$ cat config.mk
export PLATFORM = sky130hd
export DESIGN_NAME = fft_stream_responder_flat
export DESIGN_NICKNAME = d
export VERILOG_FILES = /design/src/rtl/fft_stream_responder_if.sv /design/src/rtl/fft_stream_responder.sv /design/src/flat_wrapper.sv
export SDC_FILE = /design/constraint.sdc
export NUM_CORES = 1
export LEC_CHECK = 0
export ABC_CLOCK_PERIOD_IN_PS = 4800
export CELL_PAD_IN_SITES_DETAIL_PLACEMENT = 0
export CELL_PAD_IN_SITES_GLOBAL_PLACEMENT = 1
export CORE_MARGIN = 2
export CORE_UTILIZATION = 50
export CTS_CLUSTER_SIZE = 8
export DETAILED_ROUTE_END_ITERATION = 16
export GPL_TIMING_DRIVEN = 0
export MAX_ROUTING_LAYER = met4
export PLACE_DENSITY_LB_ADDON = 0.1
export SYNTH_ARGS = -nofsm -noshare
export SYNTH_HDL_FRONTEND = slang
export SYNTH_SLANG_ARGS = --single-unit
$ cat constraint.sdc
create_clock -name clk -period 4.8 [get_ports clk]
set_clock_uncertainty 0.05 [all_clocks]
set_input_delay 0.96 -clock clk [delete_from_list [all_inputs] [get_ports clk]]
set_output_delay 0.96 -clock clk [all_outputs]
set_load 0.005 [all_outputs]
$ cat src/rtl/fft_stream_responder_if.sv
// fft_stream_responder_if: config, input-sample and output-sample AXI-Stream channels plus the framing event pulses
interface fft_stream_responder_if #(
  parameter int DATA_WIDTH = 24,
  parameter int OUTPUT_WIDTH = 32
);
  logic [7:0] s_axis_config_tdata;
  logic s_axis_config_tvalid;
  logic s_axis_config_tready;
  logic [2*DATA_WIDTH-1:0] s_axis_data_tdata;
  logic s_axis_data_tvalid;
  logic s_axis_data_tready;
  logic s_axis_data_tlast;
  logic [2*OUTPUT_WIDTH-1:0] m_axis_data_tdata;
  logic m_axis_data_tvalid;
  logic m_axis_data_tready;
  logic m_axis_data_tlast;
  logic event_tlast_unexpected;
  logic event_tlast_missing;
  modport master (
    output s_axis_config_tdata, s_axis_config_tvalid, s_axis_data_tdata, s_axis_data_tvalid, s_axis_data_tlast,
    output m_axis_data_tready,
    input s_axis_config_tready, s_axis_data_tready, m_axis_data_tdata, m_axis_data_tvalid, m_axis_data_tlast,
    input event_tlast_unexpected, event_tlast_missing
  );
  modport slave (
    input s_axis_config_tdata, s_axis_config_tvalid, s_axis_data_tdata, s_axis_data_tvalid, s_axis_data_tlast,
    input m_axis_data_tready,
    output s_axis_config_tready, s_axis_data_tready, m_axis_data_tdata, m_axis_data_tvalid, m_axis_data_tlast,
    output event_tlast_unexpected, event_tlast_missing
  );
endinterface

$ cat src/rtl/fft_stream_responder.sv
// fft_stream_responder: buffers one frame, then streams it back sign-extended with imag negated on inverse frames
module fft_stream_responder #(
  parameter int FFT_POINTS = 16,
  parameter int DATA_WIDTH = 24,
  parameter int LOG2_POINTS = $clog2(FFT_POINTS),
  parameter int OUTPUT_WIDTH = ((DATA_WIDTH + LOG2_POINTS + 8) / 8) * 8
) (
  input logic clk,
  input logic reset,
  fft_stream_responder_if.slave bus
);
  typedef enum logic {LOAD, DRAIN} state_t;
  localparam logic [LOG2_POINTS-1:0] LAST = LOG2_POINTS'(FFT_POINTS - 1);
  state_t state_q, state_d;
  logic [LOG2_POINTS-1:0] wr_idx_q, wr_idx_d, rd_idx_q, rd_idx_d;
  logic dir_q, dir_d, frame_dir_q, frame_dir_d;
  logic s_tready_q, s_tready_d, cfg_tready_q, cfg_tready_d;
  logic m_tvalid_q, m_tvalid_d, m_tlast_q, m_tlast_d;
  logic ev_unexp_q, ev_unexp_d, ev_miss_q, ev_miss_d;
  logic [2*DATA_WIDTH-1:0] buf_q [FFT_POINTS];
  logic in_hs, out_hs, cfg_hs, unused_cfg;
  logic [DATA_WIDTH-1:0] rd_re, rd_im;
  logic [OUTPUT_WIDTH-1:0] ext_re, ext_im;
  assign in_hs = bus.s_axis_data_tvalid & s_tready_q;
  assign out_hs = m_tvalid_q & bus.m_axis_data_tready;
  assign cfg_hs = bus.s_axis_config_tvalid & cfg_tready_q;
  assign unused_cfg = ^bus.s_axis_config_tdata[7:1];
  always_comb begin
    dir_d = cfg_hs ? bus.s_axis_config_tdata[0] : dir_q;
    frame_dir_d = (in_hs && wr_idx_q == '0) ? dir_d : frame_dir_q;
    wr_idx_d = in_hs ? wr_idx_q + 1'b1 : wr_idx_q;
    rd_idx_d = out_hs ? rd_idx_q + 1'b1 : rd_idx_q;
    state_d = (in_hs && wr_idx_q == LAST) ? DRAIN : (out_hs && m_tlast_q) ? LOAD : state_q;
    s_tready_d = state_d == LOAD;
    cfg_tready_d = state_d == LOAD && wr_idx_d == '0;
    m_tvalid_d = state_d == DRAIN;
    m_tlast_d = state_d == DRAIN && rd_idx_d == LAST;
    ev_unexp_d = in_hs && bus.s_axis_data_tlast && wr_idx_q != LAST;
    ev_miss_d = in_hs && !bus.s_axis_data_tlast && wr_idx_q == LAST;
  end
  always_ff @(posedge clk) begin
    if (reset) begin
      state_q <= LOAD;
      wr_idx_q <= '0;
      rd_idx_q <= '0;
      dir_q <= 1'b1;
      frame_dir_q <= 1'b1;
      s_tready_q <= 1'b0;
      cfg_tready_q <= 1'b0;
      m_tvalid_q <= 1'b0;
      m_tlast_q <= 1'b0;
      ev_unexp_q <= 1'b0;
      ev_miss_q <= 1'b0;
    end else begin
      state_q <= state_d;
      wr_idx_q <= wr_idx_d;
      rd_idx_q <= rd_idx_d;
      dir_q <= dir_d;
      frame_dir_q <= frame_dir_d;
      s_tready_q <= s_tready_d;
      cfg_tready_q <= cfg_tready_d;
      m_tvalid_q <= m_tvalid_d;
      m_tlast_q <= m_tlast_d;
      ev_unexp_q <= ev_unexp_d;
      ev_miss_q <= ev_miss_d;
    end
  end
  always_ff @(posedge clk) begin
    if (in_hs) buf_q[wr_idx_q] <= bus.s_axis_data_tdata;
  end
  // Output data is read straight from the buffer so it holds steady while the sink stalls
  assign {rd_im, rd_re} = buf_q[rd_idx_q];
  assign ext_re = {{(OUTPUT_WIDTH-DATA_WIDTH){rd_re[DATA_WIDTH-1]}}, rd_re};
  assign ext_im = {{(OUTPUT_WIDTH-DATA_WIDTH){rd_im[DATA_WIDTH-1]}}, rd_im};
  assign bus.m_axis_data_tdata = {frame_dir_q ? ext_im : -ext_im, ext_re};
  assign bus.s_axis_data_tready = s_tready_q;
  assign bus.s_axis_config_tready = cfg_tready_q;
  assign bus.m_axis_data_tvalid = m_tvalid_q;
  assign bus.m_axis_data_tlast = m_tlast_q;
  assign bus.event_tlast_unexpected = ev_unexp_q;
  assign bus.event_tlast_missing = ev_miss_q;
endmodule

$ cat src/flat_wrapper.sv
// flat-port wrapper written by rule: the top's interface ports become plain ports
module fft_stream_responder_flat 
#(
  parameter int FFT_POINTS = 16,
  parameter int DATA_WIDTH = 24,
  parameter int LOG2_POINTS = $clog2(FFT_POINTS),
  parameter int OUTPUT_WIDTH = ((DATA_WIDTH + LOG2_POINTS + 8) / 8) * 8
)
  (clk, reset, bus_s_axis_config_tdata, bus_s_axis_config_tvalid, bus_s_axis_data_tdata, bus_s_axis_data_tvalid, bus_s_axis_data_tlast, bus_m_axis_data_tready, bus_s_axis_config_tready, bus_s_axis_data_tready, bus_m_axis_data_tdata, bus_m_axis_data_tvalid, bus_m_axis_data_tlast, bus_event_tlast_unexpected, bus_event_tlast_missing);
  fft_stream_responder_if #(.DATA_WIDTH(DATA_WIDTH), .OUTPUT_WIDTH(OUTPUT_WIDTH)) bus_i ();
  input logic clk;
  input logic reset;
  input wire logic [$bits(bus_i.s_axis_config_tdata)-1:0] bus_s_axis_config_tdata;
  input wire logic [$bits(bus_i.s_axis_config_tvalid)-1:0] bus_s_axis_config_tvalid;
  input wire logic [$bits(bus_i.s_axis_data_tdata)-1:0] bus_s_axis_data_tdata;
  input wire logic [$bits(bus_i.s_axis_data_tvalid)-1:0] bus_s_axis_data_tvalid;
  input wire logic [$bits(bus_i.s_axis_data_tlast)-1:0] bus_s_axis_data_tlast;
  input wire logic [$bits(bus_i.m_axis_data_tready)-1:0] bus_m_axis_data_tready;
  output wire logic [$bits(bus_i.s_axis_config_tready)-1:0] bus_s_axis_config_tready;
  output wire logic [$bits(bus_i.s_axis_data_tready)-1:0] bus_s_axis_data_tready;
  output wire logic [$bits(bus_i.m_axis_data_tdata)-1:0] bus_m_axis_data_tdata;
  output wire logic [$bits(bus_i.m_axis_data_tvalid)-1:0] bus_m_axis_data_tvalid;
  output wire logic [$bits(bus_i.m_axis_data_tlast)-1:0] bus_m_axis_data_tlast;
  output wire logic [$bits(bus_i.event_tlast_unexpected)-1:0] bus_event_tlast_unexpected;
  output wire logic [$bits(bus_i.event_tlast_missing)-1:0] bus_event_tlast_missing;
  assign bus_i.s_axis_config_tdata = bus_s_axis_config_tdata;
  assign bus_i.s_axis_config_tvalid = bus_s_axis_config_tvalid;
  assign bus_i.s_axis_data_tdata = bus_s_axis_data_tdata;
  assign bus_i.s_axis_data_tvalid = bus_s_axis_data_tvalid;
  assign bus_i.s_axis_data_tlast = bus_s_axis_data_tlast;
  assign bus_i.m_axis_data_tready = bus_m_axis_data_tready;
  assign bus_s_axis_config_tready = bus_i.s_axis_config_tready;
  assign bus_s_axis_data_tready = bus_i.s_axis_data_tready;
  assign bus_m_axis_data_tdata = bus_i.m_axis_data_tdata;
  assign bus_m_axis_data_tvalid = bus_i.m_axis_data_tvalid;
  assign bus_m_axis_data_tlast = bus_i.m_axis_data_tlast;
  assign bus_event_tlast_unexpected = bus_i.event_tlast_unexpected;
  assign bus_event_tlast_missing = bus_i.event_tlast_missing;
  fft_stream_responder #(.FFT_POINTS(FFT_POINTS), .DATA_WIDTH(DATA_WIDTH), .LOG2_POINTS(LOG2_POINTS), .OUTPUT_WIDTH(OUTPUT_WIDTH)) u_core (.clk(clk), .reset(reset), .bus(bus_i));
endmodule
## Word level (Yosys, flattened, before mapping)

Memory sizes are Yosys's and may differ from the RTL's. A register that Yosys moved wholly into a read port is not among the register bits.
Cells that the tools add are included.

| word-level totals | value |
|---|---|
| memories kept | 1 |
| logic and storage cells | 42 |
| bits in registers | 16 |
| memory bits (writable) | 768 |
| memory bits (read-only) | 0 |
| latch bits | 0 |
| output and inout bits | 70 |
| bits of input ports | 62 |

Memory list:

| name | depth | width | rd ports | clocked after memory_dff | write ports | line | source |
|---|---|---|---|---|---|---|---|
| u_core.buf_q | 16 | 48 | 1 | 1 | 1 | fft_stream_responder.sv:20 | `logic [2*DATA_WIDTH-1:0] buf_q [FFT_POINTS];` |

| operators by class | value |
|---|---|
| bitwise operators | 4 |
| shift operators | 0 |
| multiply operators | 0 |
| order comparisons | 0 |
| mux-type cells | 9 |
| divide/modulo/power cells | 0 |
| add/subtract/negate cells | 3 |
| equal/unequal tests | 3 |
| reductions and logical operators | 12 |

Operators with widths:

| kind | count |
|---|---|
| $mux W32 | 1 |
| $neg A32 Y32 | 1 |
| $mux W4 | 3 |
| $logic_and A1 B1 Y1 | 9 |
| $add A4 B1 Y4 const B | 2 |
| $eq A4 B4 Y1 const B | 2 |
| $logic_not A4 Y1 | 2 |
| $mux W1 | 5 |
| $ne A4 B4 Y1 const B | 1 |
| $and A1 B1 Y1 | 3 |
| $logic_not A1 Y1 | 1 |
| $not A1 Y1 | 1 |

## Depth between registers and ports, before layout

| logic depth | value |
|---|---|
| word-level depth | 6 |
| depth in mapped cells | 11 |
| mapped depth without buffers | 8 |

## Worst setup path before layout

No wires, ideal clock.

| timing | value |
|---|---|
| path type | input -> register |
| from | input bus_s_axis_data_tvalid |
| to | register u_core.cfg_tready_q (netlist: u_core.bus.s_axis_config_tready) |
| path slack | 581 ps |
| arrival time | 4054 ps |
| buffers on the path | 1 |
| stages | 7 |
| required time | 4634 ps |
| path through | and2_1 clkbuf_1 nand3_1 nor2_1 a21oi_1 nor2b_1 and3_1 |

| between the ends | value |
|---|---|
| longest elaborated chain between the ends | 5 |
| elaborated cells on any way between the ends | 7 |
| classes of those cells | mux: 2; bitwise: 2; reduce/logical: 3 |

Ends and longest elaborated chain:

| item | line | source |
|---|---|---|
| from (decl) | flat_wrapper.sv:16 | `input wire logic [$bits(bus_i.s_axis_data_tvalid)-1:0] bus_s_axis_data_tvalid;` |
| $and A1 B1 Y1 * | fft_stream_responder.sv:24 | `assign in_hs = bus.s_axis_data_tvalid & s_tready_q;` |
| parallel branches: the longest is 3 deep, another holds $mux W4 | n/a |  |
| $logic_and A1 B1 Y1 * | fft_stream_responder.sv:35 | `cfg_tready_d = state_d == LOAD && wr_idx_d == '0;` |
| to (signal assigned) | fft_stream_responder.sv:61 | `cfg_tready_q <= cfg_tready_d;` |
| to (decl) | fft_stream_responder.sv:17 | `logic s_tready_q, s_tready_d, cfg_tready_q, cfg_tready_d;` |

Mark *: on every way between the ends.
A chain may end at the register's enable or synchronous reset.

==> run summary <==
DIE HEIGHT = 250 um
Final WS setup = -0.0477 ns
Clock net sink count = 784
Prevailing post-synth register cell = edfxtp_1
Final setup violation count = 1
Reg2reg start = u_core.bus.s_axis_data_tready
Endpoints failing hold = 0
Post-Synth Adder-Cell Area = 0.248%
Total track usage = 24.1%
Initial DRT Pass Iterations = 7
Fmax = 206 MHz
Gate Count Post-Synth = 1326
Worst min path class = reg2reg
Drt drc = 0
Routability Congestion = 0.743
Most common cell after layout, fill and taps aside = edfxtp_1
Crit Path Category = reg2out
RSZ-0062 raised after global routing = yes
Final Cycle Share = 101%
Clk buf depth = 3
Filler Cell Count = 4215
Main combinational cell family by area after synthesis = multiplexers
Status = complete, but fails checks
Maxcap violations = 0
Yosys reg bits = 784
P per Cell Area = 394 nW/um2
DIE WIDTH = 250 um
Yosys cell types = 48
H-tree depth = 3
R2R Setup Slk = 2.18 ns
Compound-Gate Fraction of Synth Area = 1.71%
Mapped Nets = 1394
Multi-input logic area = 6980 um2
Final wirelength = 71600 um
Input/output buffers = 124
Reg2Reg Capture Point = u_core.buf_q[7][5]
Via count = 14772
IO Pins = 132
DP HPWL = 41100 um
HP Start = u_core.wr_idx_q[1]
Worst skew pair latency = 0.64 ns
Worst slew pin tran = 0.860 ns
Post-Synth XOR/XNOR Area = 0.809%
CP startpoint = u_core.rd_idx_q[0]
Area growth from synthesis to layout = 22.9%
Initial core utilization = 50.4%
Most frequent cells in the layout = edfxtp_1, mux4_2, clkbuf_16, clkdlybuf4s50_1, buf_4
Post-synth ARST share = 0%
CP startpoint kind = register
Layout cell share with drive strength beyond 1 = 34.2%
Vias per cell = 6.05
Core Region = 60100 um2
Critical path arrival = 3.84 ns
CP required = 3.79 ns
Largest net degree at the start of global routing = 39
CTS tree = done
First-pass GRT wire length = 105000 um
Mapped cell area = 30300 um2
Fin area = 37200 um2
Max FO, Critical Path = 6
GR Overflow Total = 0
Pins Over Slew Limit = 0
Die ar. = 62600 um2
Failing checks = negative setup slack
Final nets = 1699
R2R cell count = 6
Mux contribution to synthesized area = 16.6%
Hold path depth = 2
Setup Total Neg Slack = -0.0477 ns
Placed Area = 33000 um2
Final min period = 4.85 ns
Post-synth EDFFs = 768
Seq/Total Area, Yosys = 77.2%
Vias in the first global route = 15713
WL per Instance = 29.3 um
Crit end category = primary output
CTS buffer count = 107
Relative slew slack = 42.5%
VDD IR max = 0.000337 V
Iteration-0 DRC Markers = 1215
Clk slew on worst S/H paths = 0.05 ns
P_leak = 11.8 nW
Initial antenna violation count = 2
Synth Area in Simple Gates = 2.11%
Post-route ant nets = 0
Mean Syn Cell Area = 22.9 um2
CTS root buffer = clkbuf_16
Hold buffer count at cts = 0
Register area = 23400 um2
Yosys synthesis warning count = 0
Hold path endpoint = u_core.wr_idx_q[1]
Placement row count = 90
==> synth_stat cells (8+ instances only) <==
library cell / instances / area, um2
and2_1: 9 / 56.3
mux4_2: 216 / 4860
edfxtp_1: 768 / 23100
nor2_1: 33 / 124
dfxtp_1: 16 / 320
xnor2_1: 16 / 140
xor2_1: 12 / 105
a22oi_1: 11 / 82.6
mux2i_1: 10 / 100
buf_4: 16 / 120
buf_2: 21 / 105
inv_1: 9 / 33.8
nand3_1: 11 / 55.1
a21oi_1: 11 / 55.1
a22o_1: 19 / 166
and3_1: 11 / 68.8
nand2_1: 27 / 101
clkbuf_1: 31 / 116
nor3_1: 8 / 40.0
a31oi_1: 10 / 62.6
==> kinds of logic after synthesis <==
family / Yosys count
and+or+nand+nor: 123
AOI/OAI and AO/OA: 69
adders and majority gates: 6
muxes: 231
buffers and inverters: 85
DFF: 784
xor gates and xnor gates: 28
==> per-stage QoR <==
stage | power, W | instances | utilization, % | worst slack (ns) | hold WS (ns)
3_3_place_gp | 0.00809 | 2232 | 54.1 | -3.20 | 0.452
5_1_grt | 0.0151 | 2441 | 61.9 | -0.205 | 0.514
3_5_place_dp | 0.00811 | 2250 | 54.9 | -0.847 | 0.456
2_1_floorplan | 0.00784 | 1326 | - | 0.581 | 0.396
6_report | 0.0147 | 2441 | 61.9 | -0.0477 | 0.472
4_1_cts | 0.0148 | 2424 | 61.5 | -0.106 | 0.465
==> cell type report <==
type / instances / area share [%]
antenna: 2 / 0.0134
buffer: 73 / 2.10
clock buffer: 135 / 7.81
inverter: 9 / 0.0974
multi-input combinational: 458 / 18.7
sequential: 784 / 62.8
tap: 782 / 2.63
timing repair buffer: 198 / 5.84
==> timing repair <==
item,in CTS,in global routing
gates resized for setup,258,51
pin swaps,29,35
buffers inserted,40,15
endpoints found under the hold margin,0,0
gates cloned,2,0
endpoints found under the setup margin,64,38
==> worst max-delay path by stage <==
stage	endpoint	slack, ns	cells past startpoint
finish	bus_m_axis_data_tdata[52]	-0.05	12
global route	bus_m_axis_data_tdata[52]	-0.20	12
CTS	bus_m_axis_data_tdata[52]	-0.11	12
detailed placement	bus_m_axis_data_tdata[52]	-0.85	11
global placement	u_core.bus.s_axis_config_tready	-3.20	8
floorplan	u_core.bus.s_axis_config_tready	0.58	7
==> power by group <==
group	switching (W)	internal (W)	total [W]
clock	0.00254	0.00413	0.00667
combinational	0.000226	0.000189	0.000416
sequential	0.0000124	0.00757	0.00758
==> state kept, by name, indices dropped and copies added (netlist names) <==
signal                             flops
u_core.buf_q                         768
u_core.rd_idx_q                        4
u_core.wr_idx_q                        4
u_core.bus.event_tlast_missing         1
u_core.bus.event_tlast_unexpected      1
u_core.bus.m_axis_data_tlast           1
u_core.bus.s_axis_config_tready        1
u_core.bus.s_axis_data_tready          1
u_core.dir_q                           1
u_core.frame_dir_q                     1
u_core.state_q                         1
==> layer usage <==
layer,vias to the layer above,routed length (um),part of all wire [%],GRT usage [%]
li1,6211,-,-,-
met1,7976,28900,40,30.7
met2,485,37000,52,40.2
met3,100,4360,6.1,4.78
met4,0,1300,1.8,6.30
met5,-,0,0,-
==> worst max-delay path: stages (launching register included) <==
cell and delay (ns):
dfxtp_2 0.35, buf_12 0.15, buf_8 0.11, mux4_2 0.49
a22oi_2 0.20, nand2_2 0.13, or4_4 0.61, nor4_4 0.34
buf_4 0.18, buf_6 0.09, a41oi_4 0.12, xnor2_2 0.24
buf_2 0.17
Power figures use the tool's default switching activity.
